[src/rtl/dest_tracker_if.sv]
`default_nettype none
// +----------------------------------------------------------------------------+
// | Module   : dest_tracker_if                                                 |
// | Brief    : D-stage destination/source bundle for dest_tracker.              |
// | Revision : 1.0                                                             |
// +----------------------------------------------------------------------------+
interface dest_tracker_if #(
    parameter int AW = 5
);
    logic [AW-1:0] d_dest;
    logic          d_wen;
    logic [1:0]    d_tnew;
    logic [AW-1:0] rs_addr;
    logic [AW-1:0] rt_addr;
    logic [1:0]    rs_tuse;
    logic [1:0]    rt_tuse;
    logic          flush;
    logic          stall;
    logic [1:0]    fwd_rs;
    logic [1:0]    fwd_rt;

    modport master (
        output d_dest, d_wen, d_tnew, rs_addr, rt_addr, rs_tuse, rt_tuse, flush,
        input  stall, fwd_rs, fwd_rt
    );

    modport slave (
        input  d_dest, d_wen, d_tnew, rs_addr, rt_addr, rs_tuse, rt_tuse, flush,
        output stall, fwd_rs, fwd_rt
    );
endinterface
`default_nettype wire

[src/rtl/dest_tracker.sv]
`default_nettype none
// +----------------------------------------------------------------------------+
// | Module   : dest_tracker                                                    |
// | Brief    : E/M/W destination scoreboard producing stall and forward        |
// |            selects. DEST_TRACKER_FWD_EN enables forwarding.                 |
// | Revision : 1.0                                                             |
// +----------------------------------------------------------------------------+
module dest_tracker #(
    parameter int AW = 5
) (
    input  wire logic       clk,
    input  wire logic       reset_n,
    dest_tracker_if.slave   bus
);

    // Record index 0 = E, 1 = M, 2 = W
    logic [2:0]           r_valid;
    logic [2:0][AW-1:0]   r_addr;
    logic [2:0][1:0]      r_tnew;

    logic [2:0]           w_rs_hit;
    logic [2:0]           w_rt_hit;
    logic                 w_stall;
    logic [1:0]           w_fwd_rs;
    logic [1:0]           w_fwd_rt;
    logic                 w_bubble;

    function automatic logic [1:0] f_dec(input logic [1:0] t);
        return (t == 2'd0) ? 2'd0 : t - 2'd1;
    endfunction

    always_comb begin
        w_rs_hit = '0;
        w_rt_hit = '0;
        for (int i = 0; i < 3; i++) begin
            w_rs_hit[i] = r_valid[i] && (r_addr[i] == bus.rs_addr) && (bus.rs_addr != '0);
            w_rt_hit[i] = r_valid[i] && (r_addr[i] == bus.rt_addr) && (bus.rt_addr != '0);
        end
    end

`ifdef DEST_TRACKER_FWD_EN
    logic [2:0] w_rs_late;
    logic [2:0] w_rt_late;

    always_comb begin
        w_rs_late = '0;
        w_rt_late = '0;
        for (int i = 0; i < 3; i++) begin
            w_rs_late[i] = w_rs_hit[i] && (r_tnew[i] > bus.rs_tuse);
            w_rt_late[i] = w_rt_hit[i] && (r_tnew[i] > bus.rt_tuse);
        end
        w_stall = (|w_rs_late) || (|w_rt_late);
    end

    // Youngest match wins; select only once its result exists
    always_comb begin
        w_fwd_rs = 2'd0;
        w_fwd_rt = 2'd0;
        if (w_rs_hit[0])      w_fwd_rs = (r_tnew[0] == 2'd0) ? 2'd1 : 2'd0;
        else if (w_rs_hit[1]) w_fwd_rs = (r_tnew[1] == 2'd0) ? 2'd2 : 2'd0;
        else if (w_rs_hit[2]) w_fwd_rs = (r_tnew[2] == 2'd0) ? 2'd3 : 2'd0;
        if (w_rt_hit[0])      w_fwd_rt = (r_tnew[0] == 2'd0) ? 2'd1 : 2'd0;
        else if (w_rt_hit[1]) w_fwd_rt = (r_tnew[1] == 2'd0) ? 2'd2 : 2'd0;
        else if (w_rt_hit[2]) w_fwd_rt = (r_tnew[2] == 2'd0) ? 2'd3 : 2'd0;
    end
`else
    always_comb begin
        w_stall  = (|w_rs_hit) || (|w_rt_hit);
        w_fwd_rs = 2'd0;
        w_fwd_rt = 2'd0;
    end
`endif

    assign w_bubble   = w_stall || bus.flush;
    assign bus.stall  = w_stall;
    assign bus.fwd_rs = w_fwd_rs;
    assign bus.fwd_rt = w_fwd_rt;

    always_ff @(posedge clk or negedge reset_n) begin
        if (!reset_n) begin
            r_valid <= '0;
            r_addr  <= '0;
            r_tnew  <= '0;
        end else begin
            r_valid[2] <= r_valid[1];
            r_addr[2]  <= r_addr[1];
            r_tnew[2]  <= f_dec(r_tnew[1]);
            r_valid[1] <= r_valid[0];
            r_addr[1]  <= r_addr[0];
            r_tnew[1]  <= f_dec(r_tnew[0]);
            if (w_bubble) begin
                r_valid[0] <= 1'b0;
                r_addr[0]  <= '0;
                r_tnew[0]  <= 2'd0;
            end else begin
                // Writes to register 0 are architecturally discarded
                r_valid[0] <= bus.d_wen && (bus.d_dest != '0);
                r_addr[0]  <= bus.d_dest;
                r_tnew[0]  <= bus.d_tnew;
            end
        end
    end

endmodule
`default_nettype wire
[src/flat_wrapper.sv]
// flat-port wrapper written by rule: the top's interface ports become plain ports
module dest_tracker_flat 
#(
    parameter int AW = 5
)
  (clk, reset_n, bus_d_dest, bus_d_wen, bus_d_tnew, bus_rs_addr, bus_rt_addr, bus_rs_tuse, bus_rt_tuse, bus_flush, bus_stall, bus_fwd_rs, bus_fwd_rt);
  dest_tracker_if #(.AW(AW)) bus_i ();
  input  wire logic clk;
  input  wire logic reset_n;
  input wire logic [$bits(bus_i.d_dest)-1:0] bus_d_dest;
  input wire logic [$bits(bus_i.d_wen)-1:0] bus_d_wen;
  input wire logic [$bits(bus_i.d_tnew)-1:0] bus_d_tnew;
  input wire logic [$bits(bus_i.rs_addr)-1:0] bus_rs_addr;
  input wire logic [$bits(bus_i.rt_addr)-1:0] bus_rt_addr;
  input wire logic [$bits(bus_i.rs_tuse)-1:0] bus_rs_tuse;
  input wire logic [$bits(bus_i.rt_tuse)-1:0] bus_rt_tuse;
  input wire logic [$bits(bus_i.flush)-1:0] bus_flush;
  output wire logic [$bits(bus_i.stall)-1:0] bus_stall;
  output wire logic [$bits(bus_i.fwd_rs)-1:0] bus_fwd_rs;
  output wire logic [$bits(bus_i.fwd_rt)-1:0] bus_fwd_rt;
  assign bus_i.d_dest = bus_d_dest;
  assign bus_i.d_wen = bus_d_wen;
  assign bus_i.d_tnew = bus_d_tnew;
  assign bus_i.rs_addr = bus_rs_addr;
  assign bus_i.rt_addr = bus_rt_addr;
  assign bus_i.rs_tuse = bus_rs_tuse;
  assign bus_i.rt_tuse = bus_rt_tuse;
  assign bus_i.flush = bus_flush;
  assign bus_stall = bus_i.stall;
  assign bus_fwd_rs = bus_i.fwd_rs;
  assign bus_fwd_rt = bus_i.fwd_rt;
  dest_tracker #(.AW(AW)) u_core (.clk(clk), .reset_n(reset_n), .bus(bus_i));
endmodule
[config.mk]
export PLATFORM = sky130hd
export DESIGN_NAME = dest_tracker_flat
export DESIGN_NICKNAME = d
export VERILOG_FILES = /design/src/rtl/dest_tracker_if.sv /design/src/rtl/dest_tracker.sv /design/src/flat_wrapper.sv
export SDC_FILE = /design/constraint.sdc
export NUM_CORES = 1
export LEC_CHECK = 0
export ABC_AREA = 1
export ABC_CLOCK_PERIOD_IN_PS = 1500
export BUFFER_PORTS_ARGS = -buffer_cell sky130_fd_sc_hd__buf_2
export CAP_MARGIN = 20
export CORE_MARGIN = 4
export CORE_UTILIZATION = 40
export CTS_CLUSTER_SIZE = 28
export DETAILED_ROUTE_END_ITERATION = 12
export PLACE_DENSITY_LB_ADDON = 0.12
export SETUP_SLACK_MARGIN = 0.3
export SLEW_MARGIN = 15
export SYNTH_ARGS = -nofsm -noshare
export SYNTH_HDL_FRONTEND = slang
export SYNTH_SLANG_ARGS = --single-unit
[constraint.sdc]
create_clock -name clk -period 1.5 [get_ports clk]
set_clock_uncertainty 0.15 [all_clocks]
set_input_delay 0.3 -clock clk [delete_from_list [all_inputs] [get_ports clk]]
set_output_delay 0.3 -clock clk [all_outputs]
set_load 0.05 [all_outputs]
## Yosys cells after proc, flatten, opt, wreduce, memory -nomap -nowiden

Cells that the tools add are included.

- Equal/unequal tests: 6
- Muxes and demuxes: 2
- Reduce and logical (&&, ||, !) cells: 20

Operators with widths:

| operator | number |
|---|---|
| $eq A5 B5 Y1 | 6 |
| $reduce_bool A5 Y1 | 3 |
| $logic_and A1 B1 Y1 | 13 |
| $reduce_or A3 Y1 | 2 |
| $mux W5 | 1 |
| $logic_or A1 B1 Y1 | 2 |
| $mux W1 | 1 |

- Register bits: 18
- Bits of input ports: 25

## Depth between registers and ports, before layout

Gate-level depths: netlist of the first run.

- Depth in word-level cells: 7
- Gate-level depth with buffers: 9

## Worst setup path after synthesis of the first run

No wires, ideal clock.

- Path kind: register to output
- From: register u_core.r_addr[6] in the netlist's numbering
- To: output port bus_stall
- Data arrival time: 1166 ps
- Slack: -116 ps
- Stages on the path, launching flop included: 9
- Path buffers: 0
- Cell sequence: dfrtp_1 -> inv_1 -> nand2_1 -> o21ai_0 -> nor2_1 -> nand3_2 -> nand3_2 -> nand2_4 -> nand2_1

- Word-level cells in the longest chain between the ends: 5

RTL lines:

| item | line | text |
|---|---|---|
| start, declared | dest_tracker.sv:18 | `logic [2:0][AW-1:0] r_addr;` |
| $eq A5 B5 Y1, on equally long branches | dest_tracker.sv:36, dest_tracker.sv:37 |  |
| $logic_and A1 B1 Y1, on equally long branches (2 in series) | dest_tracker.sv:36, dest_tracker.sv:37 |  |
| $reduce_or A3 Y1 | dest_tracker.sv:68 | `w_stall = (\|w_rs_hit) \|\| (\|w_rt_hit);` |
| $logic_or A1 B1 Y1 * | dest_tracker.sv:68 |  |
| end, declared | flat_wrapper.sv:18 | `output wire logic [$bits(bus_i.stall)-1:0] bus_stall;` |

Every way passes the cells marked *; elsewhere a longest branch is shown, timed or not.

## Worst setup path in the final report of the first run

- From: register u_core.r_addr[0] in the netlist's numbering
- To: output port bus_stall

The elaborated chain is that of the path after synthesis.

==> results of run 1 <==
## logic make-up (layout without fill, tap and decap cells)
| kind of cell | Yosys count | count (layout) |
|---|---|---|
| other | 1 | 4 |
| AO/OA/AOI/OAI | 8 | 8 |
| flip-flops | 18 | 18 |
| buffers and inverters | 34 | 69 |
| AND/OR/NAND/NOR | 117 | 117 |
## repair_timing
| item | in CTS | in global routing |
|---|---|---|
| buffers inserted | 3 | 3 |
| hold buffers | 1 | 0 |
| endpoints found under the setup margin | 7 | 7 |
| hold endpoints to repair | 18 | 0 |
| pin swaps | 4 | 12 |
| gates resized for setup | 6 | 7 |
## cell usage in the layout (no fill, tap or decap)
master and instances:
clkbuf_4 3, nor2_1 19, inv_2 13, nor3_1 2, buf_2 18, o21ai_1 4, dlygate4sd3_1 1, nand2_8 1
nand3_2 5, nand2_1 69, nand2_4 2, o21ai_2 3, conb_1 4, buf_6 2, nor2_2 8, nand3_4 1
o21ai_0 1, buf_4 14, inv_1 17, buf_8 1, nand3_1 5, dfrtp_1 18, nand4_1 1, nor2_4 3
nand2_2 1
## critical path, stage by stage (launching register included)
cell and delay (ns):
dfrtp_1 0.42, buf_4 0.14, nand2_1 0.05, nand2_1 0.05, nor2_1 0.08, nand3_1 0.08, nand3_2 0.08, nand2_4 0.07
nand2_8 0.07, buf_8 0.13
## metal layers
layer	wire length, microns	global-route usage (%)	vias up
li1	-	-	594
met1	1240	18.4	496
met2	1280	23.6	22
met3	115	2.52	3
met4	25	4.07	0
met5	0	0	-
## state kept, by name, indices dropped and copies added, names as in the netlist
signal / flops
u_core.r_addr: 15
u_core.r_valid: 3
## power breakdown
part | leakage (nW) | internal [W] | total (W) | switching (W)
clock network | 0.0138 | 0.0000935 | 0.000236 | 0.000142
logic | 0.603 | 0.000117 | 0.000300 | 0.000183
registers | 0.233 | 0.000516 | 0.000544 | 0.0000284
## stage by stage
stage / power [W] / setup TNS [ns] / instance area, sq um
2_1_floorplan: 0.000731 / 0 / 1210
3_3_place_gp: 0.000823 / -0.872 / 1390
6_report: 0.00108 / -2.73 / 1510
4_1_cts: 0.00108 / -1.22 / 1470
3_5_place_dp: 0.000826 / -0.795 / 1390
5_1_grt: 0.00115 / -3.35 / 1510
## layout make-up
class	count	area [sq um]	share of cell area (%)
Timing Repair Buffer	36	243	16.1
Inverter	30	113	7.48
Sequential cell	18	450	29.9
Clock buffer	3	22.5	1.50
Multi-Input combinational cell	129	638	42.4
Tap cell	31	38.8	2.58
## worst max path at each step
stage | slack (ns) | endpoint
3_3_place_gp | -0.28 | bus_stall
2_1_floorplan | 0.09 | bus_stall
6_report | -0.44 | bus_stall
4_1_cts | -0.43 | bus_stall
5_1_grt | -0.52 | bus_stall
3_5_place_dp | -0.27 | bus_stall
==> impl_results.md, run 1 <==
* Hold path depth at 3
* Most frequent cells after synthesis: nand2_1 (71), nor2_1 (22), inv_1 (20)
* CTS Buf Count at 3
* All-Layer GR Usage at 14.1%
* CP Capture Type: output port
* Post-route DRC at 0
* Compound-Gate Fraction of Synth Area at between 4 and 5%
* Finished Layout Cells at about 250
* Site Rows at 19
* Startpoint Class: register
* Clock Latency Late Sink at 0.29 ns
* Reg2reg path depth at 12
* Post-synthesis xor/xnor area fraction at 0%
* Initial drt markers at 15
* Max Freq at 515 MHz
* Worst Path Required at 1.05 ns
* Min cycle time layout at roughly 1.9 ns
* Area leader, netlist: dfrtp_1
* Share of layout cells above drive strength 1 at a little over a third
* H-Tree Depth at 1
* Top_reg_cell synth: dfrtp_1
* # port buffers at 19
* Hold path start: bus_d_dest[4]
* Width of the die at ~62 microns
* Synthesis Warnings at 0
* Mux share of post-synthesis cell area at 0%
* Post-DP HPWL at between 2 and 2.5 mm
* Synth Register Bits at 18
* Die Height at just over 60 microns
* Adder-Cell Fraction of Synth Area at 0%
* Clk sinks at 18
* First-pass GRT wire length at ~4.5 mm
* Dpl cells at 237
* Max_cap viols at 0
* Die footprint at slightly below 4000 sq um
* RSZ-0062 raised after global routing: yes
* Clock buffer depth at 2
* CTS tree: yes
* Post-synth EDFFs at 0
* IO Count at 30
* Hold Path Class: in2reg
* Final core utilization at 54.1%
* Initial antenna violation count at 0
* Area Overhead vs Synth at 28.1%
* Vias in the first global route at about 1.1k
* FF-to-FF End: u_core.r_valid[0]
* Post-Syn Area at about 1200 sq um
* Clock root buffer: clkbuf_4
* Filler Cells Inserted at between 200 and 300
* Post-Syn Instances at 178
* Routed wire length at ~2.7 mm
* Mean post-synth cell area at roughly 6.6 sq um
* Maximum resistive drop on vdd at around 0.00051 V
* Register area share after synthesis at between 30% and 40%
* Via density at ~4.5
* Fin crit share at 130%
* Worst hold slack at approximately 0.074 ns
* Post-synth cell types at 19
* CP startpoint: u_core.r_addr[0]
* First-pass detailed-route iteration total at 4
* Core area at about 2800 sq um
* CP Max Fanout at 4
* N_diodes at 0
* WP data arrival at ~1.5 ns
* Grt ovf at 0
* Antenna-violating nets left at 0
* Failing checks: negative setup slack
* Final hold viol count at 0
* Max-slew violations at 0
* Synth top area cells: dfrtp_1 (38%), nand2_1 (23%), nor2_1 (7.0%), inv_1 (6.4%), nand3_2 (4.3%)
* Final worst slack at -0.443 ns
* Via count at 1115
* R2r startpoint: u_core.r_addr[4]
* Worst-path clk slew at around 0.090 ns
* Starting Density at about 42%
* Lkg Pwr at about 0.85 nW
* Hold Path End: u_core.r_addr[4]
* Pin count of the biggest net entering global routing at 19
* Area share of the largest cell type after synthesis at about two fifths
* Final GP Congestion at between 0.8 and 0.9
* Wire length per cell at ~11 microns
* Final nets at roughly 240
* R2R Setup Slk at -0.39 ns
* Synth async-reset ratio at 100%
* Final setup viols at 7
* Status: finished, violations left
* Crit Path Category: reg2out
* Count leader, synth: nand2_1
* Synth Area in Simple Gates at 45.2%
* Pre-CTS setup slack at -0.269 ns
* Largest family of logic cells by synthesized area: simple AND/OR/NAND/NOR gates
* Power density over cell area at between 700 and 800 nW/um^2
(Power assumes the default switching activity.)
==> run 2, diff against run 1 <==
==> constraint.sdc (replaced) <==
create_clock -name clk -period 1.5 [get_ports clk]
set_clock_uncertainty 0.15 [all_clocks]
set_input_delay 0.3 -clock clk [delete_from_list [all_inputs] [get_ports clk]]
set_output_delay 0.3 -clock clk [all_outputs]
set_load 0.1 [all_outputs]
==> run 2 against run 1 <==
Against the previous run:
- the flow still finishes with violations (negative setup slack)
- combinational power is 8.7% higher
- first-iteration DRC count grew to 3.2 times the previous value
- non-clock buffer count is 6 lower
- power is 2.5% higher
- setup slack better by 0.016 ns
- via count is 1.2% higher
- largest cell class unchanged
- largest power group unchanged
==> impl_results.md, run 2 (synthesized netlist as in run 1, its figures left out) <==
* All-Layer GR Usage at 14.1%
* Width of the die at about 62 microns
* Clock root buffer: clkbuf_4
* Initial antenna violation count at 0
* Clock Latency Late Sink at roughly 0.29 ns
* Vias in the first global route at just over 1k
* Clk sinks at 18
* Failing checks: negative setup slack
* Sw Pwr at 0.000386 W
* H-Tree Depth at 1
* Top Registers: u_core.r_addr x15, u_core.r_valid x3
* Power density over cell area at 747 nW/um^2
* Maximum resistive drop on vdd at 0.000549 V
* Commonest non-fill, non-tap cell in the layout: nand2_1
* CTS tree: yes
* Final GP Congestion at just under 0.9
* WP data arrival at between 1 and 1.5 ns
* Worst-path clk slew at 0.10 ns
* CP Capture Type: output port
* Max Freq at 519 MHz
* Site Rows at 19
* Filler Cells Inserted at 296
* N_diodes at 0
* Die Height at a little over 60 microns
* Internal at 0.000722 W
* Placed Instance Area at 1390 sq um
* Via density at about 4.7
* First-pass detailed-route iteration total at 4
* Area Overhead vs Synth at 26.2%
* Die footprint at 3870 sq um
* CP Max Fanout at 4
* RSZ-0062 raised after global routing: yes
* IO Count at 30
* Worst hold slack at around 0.092 ns
* Met1 GRT Util at a little under a fifth
* Startpoint Class: register
* Clock buffer depth at 2
* Antenna-violating nets left at 0
* Clock power frac at a little over a fifth
* Setup TNS at -1.23 ns
* Flop pwr share at 49.3%
* Pin count of the biggest net entering global routing at 19
* Post-route DRC at 0
* Final worst slack at -0.427 ns
* Comb power frac at 29.5%
* Most flop-heavy register: u_core.r_addr
* Max-slew violations at 0
* Routed wire length at approximately 2.7 mm
* Final nets at about 240
* Final hold viol count at 0
* GR Util met3 at under 10%
* Max FFs per register at 15
* Hold Path Class: in2reg
* Share of layout cells above drive strength 1 at 36.7%
* Starting Density at 42.2%
* Post-DP HPWL at ~2.2 mm
* GR peak layer: met2
* Via count at roughly 1.1k
* Most frequent cells in the layout: nand2_1 (68), buf_2 (18), dfrtp_1 (17)
* Met2 usage at approximately 24%
* Fin crit share at 128%
* # port buffers at 19
* Crit Path Category: reg2out
* Final setup viols at 7
* Status: finished, violations left
* Grt ovf at 0
* First-pass GRT wire length at around 4.5 mm
* Switching Share at between 30% and 40%
* Final core utilization at a little over half
* Finished Cell Area at about 1500 sq um
* CTS Buf Count at 3
* Core area at roughly 2800 sq um
* Worst Path Required at around 1.1 ns
* Initial drt markers at between 40 and 50
* Lkg Pwr at just over 0.8 nW
* Max_cap viols at 0
* Min cycle time layout at ~1.9 ns
* Wire length per cell at about 11 microns
-- run 2: metal layers --
metal  part of all wire (%)  routed length [microns]  vias up
met3                    5.0                      133        2
met5                      0                        0        -
met2                     50                     1320       27
met1                     45                     1190      514
met4                   0.49                       13        0
li1                       -                        -      585
-- run 2: stage by stage --
step | worst slack (ns) | std cells | power [W]
after floorplan | 0.0317 | 181 | 0.000760
after global placement | -0.205 | 235 | 0.000853
after detailed placement | -0.210 | 235 | 0.000857
after CTS | -0.471 | 239 | 0.00109
after global routing | -0.540 | 241 | 0.00118
final | -0.427 | 241 | 0.00111
-- run 2: final timing paths --
path / slack, ns / end / cells after the start / from
worst max-delay path: -0.43 / bus_stall / 8 / u_core.r_addr[0]
worst max register to register: -0.15 / u_core.r_addr[3] / 10 / u_core.r_addr[0]
max in group asynchronous: 0.57 / u_core.r_addr[4] / 2 / reset_n
worst min-delay path: 0.09 / u_core.r_addr[2] / 3 / bus_d_dest[2]
worst min register to register: 0.26 / u_core.r_addr[12] / 0 / u_core.r_addr[7]
min in group asynchronous: 0.31 / u_core.r_addr[10] / 2 / reset_n
-- run 2: area by class of cell --
type,count,area [sq um],share of cell area [%]
Inverter,30,113,7.59
Tap cell,31,38.8,2.62
Multi-Input combinational cell,129,658,44.4
Timing Repair Buffer,30,199,13.4
Sequential cell,18,452,30.5
Clock buffer,3,22.5,1.52
-- run 2: critical path, stage by stage (launching register included) --
cell and delay (ns):
dfrtp_1 0.43, nand2_1 0.09, nand2_1 0.05, nor2_1 0.10, nand3_1 0.10, nand3_2 0.10, nand2_4 0.08, nand2_8 0.08
buf_12 0.16
-- run 2: timing repair --
action,4_1_cts,5_1_grt
cloned,0,0
endpoints found under the hold margin,18,0
endpoints found under the setup margin,7,7
gates resized for setup,2,16
setup buffers,0,2
pin swaps,7,13
hold buffers,1,0
-- run 2: power groups by stage --
| stage | combinational, W | clock [W] | sequential [W] |
|---|---|---|---|
| after floorplan | 0.000213 | 0 | 0.000547 |
| after global placement | 0.000300 | 0 | 0.000553 |
| after detailed placement | 0.000302 | 0 | 0.000555 |
| after CTS | 0.000309 | 0.000241 | 0.000545 |
| after global routing | 0.000364 | 0.000267 | 0.000551 |
| final | 0.000326 | 0.000235 | 0.000546 |
==> run 3, diff against run 2 <==
--- a/config.mk
+++ b/config.mk
@@ -6,7 +6,6 @@
 export NUM_CORES = 1
 export LEC_CHECK = 0
 export ABC_AREA = 1
-export ABC_CLOCK_PERIOD_IN_PS = 1500
 export BUFFER_PORTS_ARGS = -buffer_cell sky130_fd_sc_hd__buf_2
 export CAP_MARGIN = 20
 export CORE_MARGIN = 4
==> constraint.sdc (replaced) <==
create_clock -name clk -period 1.5 [get_ports clk]
set_clock_uncertainty 0.15 [all_clocks]
set_input_delay 0.225 -clock clk [delete_from_list [all_inputs] [get_ports clk]]
set_output_delay 0.225 -clock clk [all_outputs]
set_load 0.1 [all_outputs]
==> run 3 against run 2 <==
Against the previous run:
- the flow still finishes with violations (negative setup slack)
- via count fell by 3.1%
- routed wire length down 2.4%
- final area down 3.5%
- critical path depth is the same
- power decreased by 2.8%
- register-to-register slack is essentially flat
- fmax up 3.5%
- die area is the same
- critical path type unchanged
==> impl_results.md, run 3 (synthesized netlist as in run 1, its figures left out) <==
* IO Count at 30
* Grt ovf at 0
* Via density at 4.57
* Worst Path Required at ~1.1 ns
* Routed wire length at 2.59 mm
* RSZ-0062 raised after global routing: yes
* Most flop-heavy register: u_core.r_addr
* CTS Buf Count at 3
* Die Height at 62.2 microns
* Worst hold slack at 0.0197 ns
* Most frequent cells in the layout: nand2_1 (68), nor2_1 (19), buf_2 (18), dfrtp_1 (18), inv_1 (17)
* Fin crit share at 124%
* First-pass detailed-route iteration total at 4
* CP Capture Type: output port
* Max Freq at 537 MHz
* Comb power frac at between 20% and 30%
* # port buffers at 19
* Internal at between 0.0007 and 0.0008 W
* Share of layout cells above drive strength 1 at about 32%
* Vias in the first global route at ~1.1k
* Finished Layout Cells at 239
* Failing checks: negative setup slack
* Area Overhead vs Synth at 21.8%
* CP Max Fanout at 5
* Status: finished, violations left
* Clock root buffer: clkbuf_4
* Pin count of the biggest net entering global routing at 19
* Flop pwr share at 50.6%
* Initial drt markers at 31
* Crit Path Category: reg2out
* Filler Cells Inserted at 283
* Post-DP HPWL at around 2.2 mm
* Final hold viol count at 0
* H-Tree Depth at 1
* Final setup viols at 7
* Lkg Pwr at 0.807 nW
* Site Rows at 19
* Final worst slack at -0.362 ns
* Power density over cell area at approximately 750 nW/um^2
* Clk sinks at 18
* Top Registers: u_core.r_addr x15, u_core.r_valid x3
* Die footprint at between 3000 and 4000 sq um
* Worst-path clk slew at roughly 0.09 ns
* Antenna-violating nets left at 0
* N_diodes at 0
* Final nets at between 200 and 250
* Wire length per cell at roughly 11 microns
* Max_cap viols at 0
* Max FFs per register at 15
* Min cycle time layout at between 1.5 and 2 ns
* Via count at approximately 1.1k
* WP data arrival at 1.49 ns
* Starting Density at a little over two fifths
* All-Layer GR Usage at between 10% and 20%
* CTS tree: yes
* Final GP Congestion at roughly 0.82
* Clock buffer depth at 2
* Max-slew violations at 0
* Commonest non-fill, non-tap cell in the layout: nand2_1
* Core area at about 2800 sq um
* Overall power at approximately 0.0011 W
* First-pass GRT wire length at between 4 and 5 mm
* Initial antenna violation count at 0
* Hold Path Class: in2reg
* Sw Pwr at approximately 0.00036 W
* Clock Latency Late Sink at ~0.28 ns
* Width of the die at ~62 microns
* Maximum resistive drop on vdd at 0.000464 V
* Startpoint Class: register
* Clock power frac at between 20% and 30%
* Post-route DRC at 0
* Dpl cells at ~230
* Final core utilization at roughly half
* Switching Share at 33.8%
[run 3: timing repair]
item,4_1_cts,5_1_grt
pin swaps,8,11
setup buffers,2,0
resized for setup,0,6
gates cloned,0,0
hold endpoints to repair,18,0
hold buffers,1,0
endpoints found under the setup margin,7,7
[run 3: path summary, 6_finish.rpt]
| check | from | to | slack, ns | cells past startpoint |
|---|---|---|---|---|
| max | u_core.r_addr[3] | bus_stall | -0.36 | 8 |
| min | bus_d_dest[4] | u_core.r_addr[4] | 0.02 | 3 |
| max reg2reg | u_core.r_addr[3] | u_core.r_valid[0] | -0.14 | 10 |
| min reg2reg | u_core.r_addr[2] | u_core.r_addr[7] | 0.26 | 0 |
| max in group asynchronous | reset_n | u_core.r_addr[4] | 0.67 | 2 |
| min in group asynchronous | reset_n | u_core.r_addr[10] | 0.25 | 2 |
[run 3: power by group through the flow]
stage	clock network, W	logic, W	registers (W)
floorplan	0	0.000213	0.000547
global placement	0	0.000292	0.000554
detailed placement	0	0.000298	0.000555
CTS	0.000237	0.000306	0.000544
global route	0.000261	0.000343	0.000549
finish	0.000225	0.000306	0.000545
[run 3: cell type report]
| class | count | area, sq um | share of cell area, % |
|---|---|---|---|
| tap | 31 | 38.8 | 2.71 |
| multi-input combinational | 129 | 627 | 43.8 |
| timing repair buffer | 28 | 180 | 12.6 |
| clock buffer | 3 | 22.5 | 1.57 |
| sequential | 18 | 450 | 31.5 |
| inverter | 30 | 113 | 7.87 |
[run 3: stage by stage]
stage	TNS, ns	worst slack (ns)	instance area (sq um)
final	-1.15	-0.362	1430
after global routing	-1.83	-0.464	1430
after CTS	-1.37	-0.401	1420
after detailed placement	-0.394	-0.0865	1370
after global placement	-0.273	-0.0701	1370
after floorplan	0	0.107	1210
[run 3: per-layer routing]
layer	vias to the layer above	wire length [microns]	global-route usage, %	part of all wire [%]
li1	580	-	-	-
met1	490	1210	18.2	47
met3	2	89	1.80	3.4
met4	0	11	4.07	0.42
met2	21	1280	24.1	50
met5	-	0	0	0
[run 3: critical path: stages (launching register included)]
cell and delay, ns:
dfrtp_1 0.44, nand2_1 0.08, o21ai_1 0.06, nor2_1 0.15
nand3_2 0.09, nand3_2 0.10, nand2_4 0.07, nand2_8 0.06
buf_12 0.16
